`src/rtl/riscv_pkg.sv`:
```
// Shared RISC-V core definitions: fetch sequencer states and instruction size.
package riscv_pkg;

  typedef enum logic [1:0] {
    BOOT  = 2'd0,
    FETCH = 2'd1,
    WAIT  = 2'd2,
    DRAIN = 2'd3
  } fetch_state_e;

  localparam logic [31:0] INSTR_BYTES = 32'd4;

endpackage

```
`src/rtl/fetch_buffer.sv`:
```
// Small FIFO of {pc, instr} entries between the fetch sequencer and ID.
// Flush empties it at the next edge; the head reads as zero when empty.
module fetch_buffer #(
  parameter int DEPTH = 2,
  parameter int W     = 64
) (
  input  logic                     clk,
  input  logic                     reset,
  input  logic                     flush,
  input  logic                     push,
  input  logic [W-1:0]             push_data,
  input  logic                     pop,
  output logic [W-1:0]             head,
  output logic                     empty,
  output logic [$clog2(DEPTH):0]   count
);

  localparam int AW = $clog2(DEPTH);
  localparam int CW = AW + 1;

  logic [W-1:0]  r_mem [DEPTH];
  logic [AW-1:0] r_wr_ptr;
  logic [AW-1:0] r_rd_ptr;
  logic [CW-1:0] r_count;
  logic          w_full;
  logic          w_do_push;
  logic          w_do_pop;

  assign empty     = (r_count == '0);
  assign w_full    = (r_count == CW'(DEPTH));
  // A pop frees the slot in the same cycle, so a full buffer still accepts.
  assign w_do_push = push && (!w_full || pop);
  assign w_do_pop  = pop && !empty;
  assign count     = r_count;
  assign head      = empty ? '0 : r_mem[r_rd_ptr];

  always_ff @(posedge clk or posedge reset) begin
    if (reset) begin
      r_wr_ptr <= '0;
      r_rd_ptr <= '0;
      r_count  <= '0;
    end else if (flush) begin
      r_wr_ptr <= '0;
      r_rd_ptr <= '0;
      r_count  <= '0;
    end else begin
      if (w_do_push) r_wr_ptr <= r_wr_ptr + AW'(1);
      if (w_do_pop)  r_rd_ptr <= r_rd_ptr + AW'(1);
      r_count <= r_count + CW'(w_do_push) - CW'(w_do_pop);
    end
  end

  always_ff @(posedge clk) begin
    if (w_do_push && !flush) r_mem[r_wr_ptr] <= push_data;
  end

endmodule

```
`src/rtl/fetch_ctrl.sv`:
```
// Fetch sequencer: owns the fetch PC, runs one outstanding req/ack to IMEM,
// buffers returned instructions toward ID and handles EX redirects.
module fetch_ctrl
  import riscv_pkg::*;
#(
  parameter logic [31:0] RESET_PC  = 32'h0000_0000,
  parameter int          BUF_DEPTH = 2
) (
  input  logic         clk,
  input  logic         reset,
  input  logic         redirect_valid,
  input  logic [31:0]  redirect_target,
  input  logic         id_ready,
  output logic         imem_req,
  output logic [31:0]  imem_addr,
  input  logic         imem_ack,
  input  logic [31:0]  imem_rdata,
  output logic         fetch_valid,
  output logic [31:0]  fetch_pc,
  output logic [31:0]  fetch_instr,
  output logic [31:0]  stall_cycles,
  output fetch_state_e dbg_state
);

  localparam int CW = $clog2(BUF_DEPTH) + 1;

  // Handshake: imem_req rises with a stable imem_addr and both hold until the
  // cycle imem_ack is seen high (which may be the first cycle of the request);
  // toward ID an entry transfers in any cycle with fetch_valid && id_ready.

  fetch_state_e  r_state;
  fetch_state_e  w_state_nx;
  logic [31:0]   r_next_pc;
  logic [31:0]   r_addr;
  logic [31:0]   r_stall;
  logic          w_issue;
  logic          w_push;
  logic          w_pop;
  logic          w_empty;
  logic [CW-1:0] w_count;
  logic [63:0]   w_head;
  logic [31:0]   w_redirect_pc;

  assign w_redirect_pc = redirect_target & ~32'h3;

  always_comb begin
    w_state_nx = r_state;
    w_issue    = 1'b0;
    w_push     = 1'b0;
    case (r_state)
      BOOT:  w_state_nx = FETCH;
      FETCH: begin
        // Gate on the registered count only; a same-cycle pop does not help.
        if (!redirect_valid && (w_count < CW'(BUF_DEPTH))) begin
          w_issue    = 1'b1;
          w_state_nx = WAIT;
        end
      end
      WAIT: begin
        if (imem_ack) begin
          w_push     = !redirect_valid;
          w_state_nx = FETCH;
        end else if (redirect_valid) begin
          w_state_nx = DRAIN;
        end
      end
      DRAIN: begin
        if (imem_ack) w_state_nx = FETCH;
      end
      default: w_state_nx = BOOT;
    endcase
  end

  always_ff @(posedge clk or posedge reset) begin
    if (reset) begin
      r_state   <= BOOT;
      r_next_pc <= RESET_PC;
      r_addr    <= '0;
      r_stall   <= '0;
    end else begin
      r_state <= w_state_nx;
      if (redirect_valid)  r_next_pc <= w_redirect_pc;
      else if (w_push)     r_next_pc <= r_addr + INSTR_BYTES;
      if (w_issue)         r_addr <= r_next_pc;
      if (!fetch_valid && (r_state != BOOT) && (r_stall != 32'hFFFF_FFFF))
        r_stall <= r_stall + 32'd1;
    end
  end

  fetch_buffer #(
    .DEPTH (BUF_DEPTH),
    .W     (64)
  ) u_buf (
    .clk       (clk),
    .reset     (reset),
    .flush     (redirect_valid),
    .push      (w_push),
    .push_data ({r_addr, imem_rdata}),
    .pop       (w_pop),
    .head      (w_head),
    .empty     (w_empty),
    .count     (w_count)
  );

  assign imem_req     = (r_state == WAIT) || (r_state == DRAIN);
  assign imem_addr    = r_addr;
  assign fetch_valid  = !w_empty && !redirect_valid;
  assign w_pop        = fetch_valid && id_ready;
  assign fetch_pc     = w_head[63:32];
  assign fetch_instr  = w_head[31:0];
  assign stall_cycles = r_stall;
  assign dbg_state    = r_state;

  a_ack_only_when_pending: assert property (
    @(posedge clk) disable iff (reset) imem_ack |-> imem_req
  );

endmodule

```
`config.mk`:
```
export PLATFORM = sky130hd
export DESIGN_NAME = fetch_ctrl
export DESIGN_NICKNAME = d
export VERILOG_FILES = /design/src/rtl/riscv_pkg.sv /design/src/rtl/fetch_buffer.sv /design/src/rtl/fetch_ctrl.sv
export SDC_FILE = /design/constraint.sdc
export NUM_CORES = 1
export LEC_CHECK = 0
export BUFFER_PORTS_ARGS = -buffer_cell sky130_fd_sc_hd__buf_2
export CAP_MARGIN = 20
export CORE_UTILIZATION = 55
export CTS_CLUSTER_DIAMETER = 60
export CTS_CLUSTER_SIZE = 12
export DETAILED_ROUTE_END_ITERATION = 8
export PLACE_DENSITY = 0.8
export SETUP_SLACK_MARGIN = 0.5
export SYNTH_ARGS = -nofsm -noshare
export SYNTH_HDL_FRONTEND = slang
export SYNTH_SLANG_ARGS = --single-unit
```
`constraint.sdc`:
```
create_clock -name clk -period 8.4 [get_ports clk]
set_input_delay 1.68 -clock clk [delete_from_list [all_inputs] [get_ports clk]]
set_output_delay 1.68 -clock clk [all_outputs]
set_load 0.1 [all_outputs]
```
==> metrics.csv, run 1 <==
stage,metric,value,unit
layout,share of cells above drive strength 1,28.1,%
logic_synthesis,top post-synthesis cells by area,"edfxtp_1 38%, dfrtp_1 25%, mux2i_1 6.9%, nor2_1 3.9%, mux2_2 3.3%",
logic_synthesis,Cells after Synth,803,
logic_synthesis,top-count cell post-synth,edfxtp_1,
global_route,vias in the first global route,6541,
floorplanning,die width,138,microns
global_route,total global routing overflow,0,
detailed_routing,Routed Antenna Nets,0,
setup_path,r2r setup slk,5210,ps
floorplanning,Starting Density,56.2,%
power_and_ir_drop,Pwr Density,339,mW/mm^2
logic_synthesis,YS warnings,0,
logic_synthesis,Yosys top cell by area,edfxtp_1,
timing,worst-margin pin slew,936,ps
timing,Slew HR,37.6,%
layout,nets@finish,1074,
setup_path,Worst EP required,6720,ps
cts,post_cts resized,0,
cts,CTS clock-pin slew for the worst setup and hold paths,60,ps
timing,Slew Limit Fails,0,
layout,P&R area growth vs syn,18.6,%
cts,clk_lat worst skew,500,ps
timing,setup tns final,0,ps
placed_design,routability congestion estimate,0.829,
timing,clock skew,15.1,ps
detailed_routing,Avg WL per Cell,17.6,microns
floorplanning,Die Y,138,microns
job,Max-Cap Viols,0,
detailed_routing,WL final,21900,microns
placed_design,HPWL after DPL,14200,microns
logic_synthesis,Unique masters post-synth,50,
logic_synthesis,Post-synth top flop,edfxtp_1,
floorplanning,row count,49,
cts,CTS Hold Buffers Added,0,
placed_design,Port Buffer Count,198,
cts,H-tree Lvls,1,
logic_synthesis,mean post-synth cell area,12.6,sq um
logic_synthesis,Synth Register Bits,230,
setup_path,Worst Setup Start Kind,input port,
timing,Tcrit/Tclk final,55.4,%
timing,Achievable Freq,215,MHz
cts,# Post-CTS Setup Buffers,0,
detailed_routing,DRT Pass-1 Iters,4,
timing,final setup margin,3750,ps
logic_synthesis,Netlist Area Pre-Place,0.0101,sq mm
logic_synthesis,register area share after synthesis,63.3,%
logic_synthesis,Post-Syn Nets,880,
layout,Final Util,66.7,%
global_route,Tot GR Track Use,22.9,%
detailed_routing,via count,6893,
cts,clk buf depth,3,
logic_synthesis,Async SR Flop Fraction,44.3,%
cts,Num CTS Buffers,23,
timing,RSZ-0062 raised after global routing,false,
setup_path,CP endpoint kind,primary output,
setup_path,CP arrival,2970,ps
detailed_routing,1st-iter DRT viols,461,
logic_synthesis,Commonest cells post-synth,"128 x edfxtp_1, 106 x nor2_1, 102 x dfrtp_1",
floorplanning,Core Area,0.0180,sq mm
floorplanning,I/O Pins,201,
placed_design,dpl cell area,0.0113,sq mm
global_route,first-pass GRT wire length,33500,microns
cts,clk sinks,230,
global_route,antenna violations before repair,1,
floorplanning,Die ar.,0.0189,sq mm
power_and_ir_drop,total power,4.07,mW
setup_path,worst-path fanout max,72,
power_and_ir_drop,Static Leakage,4.86,nW
cts,clock root buffer master,clkbuf_16,
worst_hold_path,min-delay worst type,flop to flop,
status,outcome,finished clean,
timing,minimum clock period,4650,ps
logic_synthesis,top-area cell type share of the netlist area,38.1,%
detailed_routing,routed vias/inst,5.55,
timing,"Hold Vio Cnt, Final",0,
placed_design,Setup WS pre-CTS,3750,ps
layout,post-route cell area,0.0120,sq mm
power_and_ir_drop,peak supply drop,0.338,mV
detailed_routing,drt drc,0,
setup_path,WS Path Type,input port to primary output,
global_route,largest net degree at the start of global routing,73,
logic_synthesis,Post-synth EDFFs,128,
cts,CTS tree,built,
timing,Final Setup Violations,0,
-- cell type report --
cell class	count	area [sq um]
flip-flops and latches	230	6400
clock buffers	39	646
inverters	17	66.3
diodes	1	2.50
multi-input cells	518	3490
repair buffers	207	1080
fillers	1345	5980
well taps	229	287
clock inverters	1	8.76
-- routing by layer --
layer / GRT usage, % / vias up / share of wire, %
li1: - / 3287 / -
met1: 30.9 / 3335 / 43
met2: 37.7 / 230 / 49
met3: 3.38 / 41 / 5.8
met4: 8.67 / 0 / 2.6
met5: 0 / - / 0
-- per-stage QoR --
stage          cells  hold slack (ps)
2_1_floorplan    803              450
3_3_place_gp    1200              460
5_1_grt         1242              514
3_5_place_dp    1200              480
6_report        1242              491
4_1_cts         1240              486
-- registers in the layout, indices dropped and copies added (netlist names) --
| name | flops |
|---|---|
| u_buf.r_mem | 128 |
| imem_addr | 32 |
| r_next_pc | 32 |
| stall_cycles | 32 |
| dbg_state | 2 |
| u_buf.count | 2 |
| u_buf.r_rd_ptr | 1 |
| u_buf.r_wr_ptr | 1 |
-- critical path, stage by stage --
cell     delay, ps
buf_2           90
buf_4          320
o21ba_2        410
buf_2          450
-- logic make-up after synthesis --
logic type	synth area share, %
buf+inv	2.29
mux	10.3
simple gates	14.8
fa+ha+maj	0.991
compound gates	4.03
xor+xnor	4.34
flops	63.3
-- worst paths after layout --
check,from,cells after the start,endpoint
worst min-delay path,stall_cycles[29],1,stall_cycles[29]
max in group asynchronous,reset,3,u_buf.r_rd_ptr
worst max register to register,dbg_state[0],7,u_buf.r_mem[1][22]
min in group asynchronous,reset,2,stall_cycles[20]
worst min register to register,stall_cycles[29],1,stall_cycles[29]
worst max-delay path,redirect_valid,4,fetch_valid
-- power by group --
part           switching, mW  leakage [nW]  internal [mW]
logic                   1.24          2.13          0.315
clock network          0.391         0.313          0.520
registers              0.231          2.42           1.37
total                   1.86          4.86           2.21
-- cells in the final DEF (no fill, tap or decap), drive strengths merged, types with 13 or more instances in the layout --
cell type	netlist	final
a21oi	13	13
buf	9	207
clkbuf	29	39
dfrtp	102	102
edfxtp	128	128
inv	17	18
mux2	30	30
mux2i	70	70
nand2	68	68
nand3	26	26
nand4	16	16
nor2	106	106
nor3	24	24
nor4	14	14
o21ai	24	24
xnor2	29	29
xor2	21	21
Note: power is estimated with default switching activity, not from simulation.
==> run 2, diff against run 1 <==
clock period = 4.4 ns   (was 8.4 ns; I/O delays follow)
==> metrics.csv, run 2 (same netlist as run 1, synthesis figures left out) <==
stage,metric,value,unit,change
setup_path,worst path cell trace,buf_4 > mux2i_1 > nor2_1 > buf_2,,
timing,Achievable Freq,294,MHz,
power_and_ir_drop,peak supply drop,0.564,mV,+67%
setup_path,CP endpoint kind,primary output,,
setup_path,reg-to-reg critical path endpoint,u_buf.r_mem[1][30],,
timing,Hold Slack,425,ps,-66.0 ps
timing,Slew Limit Fails,0,,unchanged
job,Max-Cap Viols,0,,unchanged
layout,"Most flops, register",u_buf.r_mem,,
global_route,largest net degree at the start of global routing,86,,+18%
cts,H-tree Lvls,1,,unchanged
layout,# diodes,0,,-1
setup_path,worst setup path startpoint,u_buf.r_rd_ptr,,
cts,clk_lat worst skew,510,ps,about the same
setup_path,Worst path slowest cell,dfrtp_4,,
timing,setup tns final,0,ps,unchanged
floorplanning,Starting Density,56.2,%,unchanged
floorplanning,Core Area,0.0180,sq mm,unchanged
timing,worst-margin pin slew,1060,ps,+128 ps
setup_path,worst reg2reg path startpoint,dbg_state[0],,
global_route,antenna violations before repair,0,,-1
timing,Slew HR,28.9,%,-8.7 points
detailed_routing,drt drc,0,,unchanged
cts,clk buf depth,3,,unchanged
floorplanning,Die Y,138,microns,unchanged
setup_path,Worst EP required,3520,ps,-3200 ps
power_and_ir_drop,Pwr Density,649,mW/mm^2,+91%
layout,nets@finish,1075,,+0.093%
global_route,first-pass GRT wire length,33700,microns,+0.72%
timing,Final Setup Violations,0,,unchanged
layout,"commonest non-fill, non-tap cell in the layout",buf_2,,
global_route,vias in the first global route,6489,,-0.79%
setup_path,r2r setup slk,1230,ps,-3980 ps
placed_design,routability congestion estimate,0.800,,-3.5%
timing,clock skew,15.7,ps,+0.589 ps
layout,Fillers,1345,,unchanged
detailed_routing,Routed Antenna Nets,0,,unchanged
timing,RSZ-0062 raised after global routing,false,,
layout,P&R area growth vs syn,18.8,%,
setup_path,worst-path fanout max,51,,-29%
floorplanning,Die ar.,0.0189,sq mm,unchanged
detailed_routing,DRT Pass-1 Iters,6,,+2
setup_path,CP Buf/Inv Count,2,,-1
floorplanning,row count,49,,unchanged
detailed_routing,WL final,21700,microns,-0.49%
setup_path,reg2reg path depth,7,,unchanged
detailed_routing,via count,6911,,+0.26%
detailed_routing,Avg WL per Cell,17.5,microns,-0.49%
cts,post_cts resized,0,,unchanged
cts,clk sinks,230,,unchanged
cts,CTS tree,built,,
layout,most frequent cells in the layout,"198 x buf_2, 128 x edfxtp_1, 105 x nor2_1",,
floorplanning,die width,138,microns,unchanged
setup_path,Critical Path End,fetch_pc[6],,
status,outcome,finished clean,,
cts,Num CTS Buffers,23,,unchanged
global_route,total global routing overflow,0,,unchanged
floorplanning,I/O Pins,201,,unchanged
cts,clock root buffer master,clkbuf_16,,
setup_path,WS Path Type,flop to primary output,,
placed_design,Port Buffer Count,198,,unchanged
worst_hold_path,min-delay worst type,input port to async pin,,
setup_path,CP arrival,2530,ps,-440 ps
setup_path,Worst Setup Start Kind,flop,,
setup_path,Critical Path Stages,4,,unchanged
setup_path,"CP delay by family, top",flip-flops,,
detailed_routing,1st-iter DRT viols,400,,-13%
layout,multi-input logic area,0.00350,sq mm,+0.18%
timing,"Hold Vio Cnt, Final",0,,unchanged
detailed_routing,routed vias/inst,5.56,,+0.26%
layout,share of cells above drive strength 1,28.2,%,+0.17 points
cts,CTS clock-pin slew for the worst setup and hold paths,60,ps,about the same
cts,CTS Hold Buffers Added,0,,unchanged
layout,sequential cell area,0.00640,sq mm,unchanged
global_route,Tot GR Track Use,22.9,%,-0.036 points
timing,minimum clock period,3410,ps,
power_and_ir_drop,Static Leakage,4.87,nW,+0.13%
timing,Tcrit/Tclk final,77.4,%,
cts,# Post-CTS Setup Buffers,0,,unchanged
layout,Largest register FFs,128,,unchanged
placed_design,HPWL after DPL,13900,microns,-2.1%
setup_path,CP peak stage delay,1010,ps,+560 ps
==> run 2: through the flow <==
step | setup slack (ps) | util (%) | cells | power (mW) | instance area [sq um]
finish | 993 | 66.8 | 1242 | 7.78 | 12000
global route | 844 | 66.8 | 1242 | 8.08 | 12000
CTS | 965 | 66.6 | 1241 | 7.82 | 12000
detailed placement | 924 | 63.0 | 1201 | 6.05 | 11300
global placement | 1030 | 63.0 | 1201 | 6.00 | 11300
floorplan | 607 | - | 803 | 5.46 | 10100
==> run 2: per-layer routing <==
layer  track usage (%)  routed length, microns  vias up
met1              31.3                    9280     3357
met5                 0                       0        -
met3              3.24                    1480       34
met2              38.4                   10600      239
met4              6.11                     376        0
li1                  -                       -     3281
==> run 2: how the worst min path moves through the flow <==
stage                             start       endpoint  depth (start not counted)
after floorplan           r_next_pc[18]  imem_addr[18]                          2
after CTS                 r_next_pc[28]  imem_addr[28]                          2
after detailed placement  r_next_pc[20]  imem_addr[20]                          2
after global routing              reset   dbg_state[1]                          2
after global placement    r_next_pc[24]  imem_addr[24]                          2
final                             reset   dbg_state[1]                          2
==> run 2: final cells by class <==
type | count | share of cell area (%)
Clock inverter | 2 | 0.146
Timing Repair Buffer | 208 | 9.05
Sequential cell | 230 | 53.3
Tap cell | 229 | 2.39
Multi-Input combinational cell | 518 | 29.2
Inverter | 17 | 0.553
Clock buffer | 38 | 5.35
==> run 2: report_power, final <==
part | internal [mW] | switching (mW)
clock network | 0.994 | 0.767
logic | 0.600 | 2.34
registers | 2.62 | 0.459
total | 4.21 | 3.57
==> run 3, diff against run 2 <==
ABC_AREA = 1   (was default)
CORE_UTILIZATION = 56   (was 55)
PLACE_DENSITY = 0.81   (was 0.8)
clock period = 3.2 ns   (was 4.4 ns; I/O delays follow)
==> metrics.csv, run 3 <==
stage,metric,value,unit,change
setup_path,Worst Setup Start Kind,flop,,
global_route,antenna violations before repair,1,,+1
setup_path,WS Path Type,flop to primary output,,
logic_synthesis,top post-synthesis cells by area,"edfxtp_1 36%, dfrtp_1 24%, nand2_1 16%, a21oi_1 3.6%, nor2_1 3.6%",,
cts,clk_lat worst skew,500,ps,about the same
setup_path,CP endpoint kind,primary output,,
timing,Achievable Freq,378,MHz,
timing,"Hold Vio Cnt, Final",0,,unchanged
timing,Slew Limit Fails,0,,unchanged
cts,clk buf depth,3,,unchanged
cts,# Post-CTS Setup Buffers,0,,unchanged
placed_design,Setup WS pre-CTS,675,ps,-249 ps
logic_synthesis,YS warnings,0,,unchanged
timing,RSZ-0062 raised after global routing,false,,
detailed_routing,routed vias/inst,5.45,,-2.0%
setup_path,reg2reg path depth,7,,unchanged
worst_hold_path,min-delay worst type,input port to async pin,,
floorplanning,Starting Density,58.0,%,+1.8 points
detailed_routing,Routed Antenna Nets,0,,unchanged
global_route,first-pass GRT wire length,44000,microns,+31%
timing,clock skew,10.6,ps,-5.11 ps
timing,Final Setup Violations,0,,unchanged
setup_path,"CP delay by family, top",buffers and inverters,,
layout,"commonest non-fill, non-tap cell in the layout",nand2_1,,
logic_synthesis,Cells after Synth,1163,,+45%
timing,Slew HR,49.6,%,+21 points
floorplanning,die width,140,microns,+1.5%
logic_synthesis,Synth Register Bits,230,,unchanged
detailed_routing,1st-iter DRT viols,669,,+67%
logic_synthesis,mean post-synth cell area,9.12,sq um,-28%
cts,clk sinks,230,,unchanged
timing,setup tns final,0,ps,unchanged
layout,"Most flops, register",u_buf.r_mem,,
placed_design,HPWL after DPL,18500,microns,+33%
logic_synthesis,top-area cell type share of the netlist area,36.3,%,-1.8 points
setup_path,CP arrival,2010,ps,-520 ps
power_and_ir_drop,sequential power share,37.4,%,-2.2 points
global_route,grt met2 use,49.7,%,+11 points
layout,post-route cell area,0.0137,sq mm,+14%
placed_design,dpl cell area,0.0130,sq mm,+15%
detailed_routing,via count,8824,,+28%
timing,worst-margin pin slew,755,ps,-309 ps
logic_synthesis,Post-synth top flop,edfxtp_1,,
power_and_ir_drop,sw power,5.04,mW,+41%
global_route,vias in the first global route,8753,,+35%
cts,CTS Hold Buffers Added,0,,unchanged
layout,nets@finish,1449,,+35%
global_route,met3 usage,4.68,%,+1.4 points
cts,H-tree Lvls,1,,unchanged
cts,CTS clock-pin slew for the worst setup and hold paths,60,ps,about the same
logic_synthesis,register area share after synthesis,60.3,%,-3.0 points
global_route,total global routing overflow,0,,unchanged
global_route,largest net degree at the start of global routing,71,,-17%
timing,final setup margin,552,ps,-440 ps
power_and_ir_drop,total power,10.9,mW,+40%
setup_path,CP peak stage delay,440,ps,-570 ps
detailed_routing,drt drc,0,,unchanged
power_and_ir_drop,Static Leakage,5.90,nW,+21%
logic_synthesis,Async SR Flop Fraction,44.3,%,unchanged
cts,Num CTS Buffers,23,,unchanged
setup_path,Critical Path Stages,4,,unchanged
floorplanning,I/O Pins,201,,unchanged
logic_synthesis,Unique masters post-synth,39,,-22%
floorplanning,Core Area,0.0183,sq mm,+1.7%
setup_path,worst-path fanout max,31,,-39%
power_and_ir_drop,combinational share of power,40.3,%,+2.5 points
logic_synthesis,Post-Syn Nets,1240,,+41%
cts,post_cts resized,1,,+1
timing,Tcrit/Tclk final,82.7,%,
logic_synthesis,top-count cell post-synth,nand2_1,,
setup_path,CP Buf/Inv Count,2,,unchanged
detailed_routing,WL final,27200,microns,+25%
layout,Largest register FFs,128,,unchanged
power_and_ir_drop,power share of the clock group,22.3,%,-0.3 points
floorplanning,row count,49,,unchanged
layout,most frequent cells in the layout,"442 x nand2_1, 141 x buf_2, 128 x edfxtp_1",,
cts,CTS tree,built,,
logic_synthesis,Yosys top cell by area,edfxtp_1,,
logic_synthesis,Post-synth EDFFs,128,,unchanged
cts,clock root buffer master,clkbuf_16,,
placed_design,routability congestion estimate,0.929,,+16%
job,Max-Cap Viols,0,,unchanged
setup_path,worst path cell trace,buf_4 > nand2_1 > a21oi_1 > buf_2,,
detailed_routing,Avg WL per Cell,16.8,microns,-4.1%
status,outcome,finished clean,,
timing,minimum clock period,2650,ps,
detailed_routing,DRT Pass-1 Iters,6,,unchanged
power_and_ir_drop,peak supply drop,0.760,mV,+35%
floorplanning,Die ar.,0.0195,sq mm,+3.0%
floorplanning,Die Y,140,microns,+1.5%
timing,Hold Slack,262,ps,-164 ps
setup_path,Worst EP required,2560,ps,-960 ps
setup_path,Worst path slowest cell,buf_2,,
layout,share of cells above drive strength 1,24.1,%,-4.1 points
layout,P&R area growth vs syn,29.2,%,
logic_synthesis,Commonest cells post-synth,"442 x nand2_1, 128 x edfxtp_1, 102 x dfrtp_1",,
power_and_ir_drop,Pwr Density,796,mW/mm^2,+23%
global_route,global routing usage on met1,36.4,%,+5.2 points
placed_design,Port Buffer Count,198,,unchanged
power_and_ir_drop,Internal Pwr Total,5.87,mW,+39%
global_route,layer with the highest usage,met2,,
power_and_ir_drop,switching share of power,46.2,%,+0.35 points
global_route,Tot GR Track Use,28.6,%,+5.7 points
logic_synthesis,Netlist Area Pre-Place,0.0106,sq mm,+5.0%
-- run 3: cell types whose count changed after synthesis, moves of 14 or more --
cell | previous run | this run
xnor2_1 | 29 | 9
a21oi_1 | 13 | 76
nand3b_1 | 1 | 15
mux2_2 | 30 | 7
nor3_1 | 22 | 4
o21ai_0 | 22 | 47
nand2_1 | 68 | 442
mux2i_1 | 70 | 0
inv_1 | 17 | 77
-- run 3: worst paths after layout --
kind,start,end,slack [ps]
max reg2reg,u_buf.count[1],u_buf.r_mem[1][34],930
min,reset,stall_cycles[31],260
max in group asynchronous,reset,imem_addr[14],2130
min in group clk,imem_rdata[24],u_buf.r_mem[1][24],320
max,u_buf.r_rd_ptr,fetch_instr[8],550
min reg2reg,r_next_pc[20],r_next_pc[20],480
-- run 3: cell type report --
class                      instances  area [sq um]
clock buffer                      40           639
tap                              229           287
multi-input combinational        808          3890
timing repair buffer             226          2150
inverter                          83           323
clock inverter                     1          11.3
sequential                       230          6400
antenna                            1          2.50
fill                            1221          4570
-- run 3: logic make-up after synthesis --
family	count (synthesis)	share of synthesized area, %
xor gates and xnor gates	20	1.72
muxes	7	0.743
AOI/OAI and AO/OA	154	7.74
buffers and inverters	125	4.87
adders and majority gates	8	0.944
and+or+nand+nor	619	23.6
DFF	230	60.3
-- run 3: power by group through the flow --
stage	combinational [mW]	clock [mW]	sequential, mW
floorplan	1.89	0	5.53
global placement	4.30	0	4.10
detailed placement	4.38	0	4.12
CTS	4.40	2.48	4.07
global route	4.63	2.59	4.14
finish	4.40	2.43	4.08
-- run 3: metal layers --
metal	wire, microns	part of all wire [%]	vias to the layer above
met4	699	2.6	2
met1	10800	40	4191
met2	13400	49	363
met5	18	0.066	-
met3	2260	8.3	61
li1	-	-	4207
-- run 3: metrics by stage --
| stage | utilization [%] | instances |
|---|---|---|
| after floorplan | - | 1163 |
| after global placement | 71.2 | 1576 |
| after detailed placement | 71.2 | 1576 |
| after CTS | 74.8 | 1617 |
| after global routing | 75.0 | 1617 |
| final | 75.0 | 1618 |
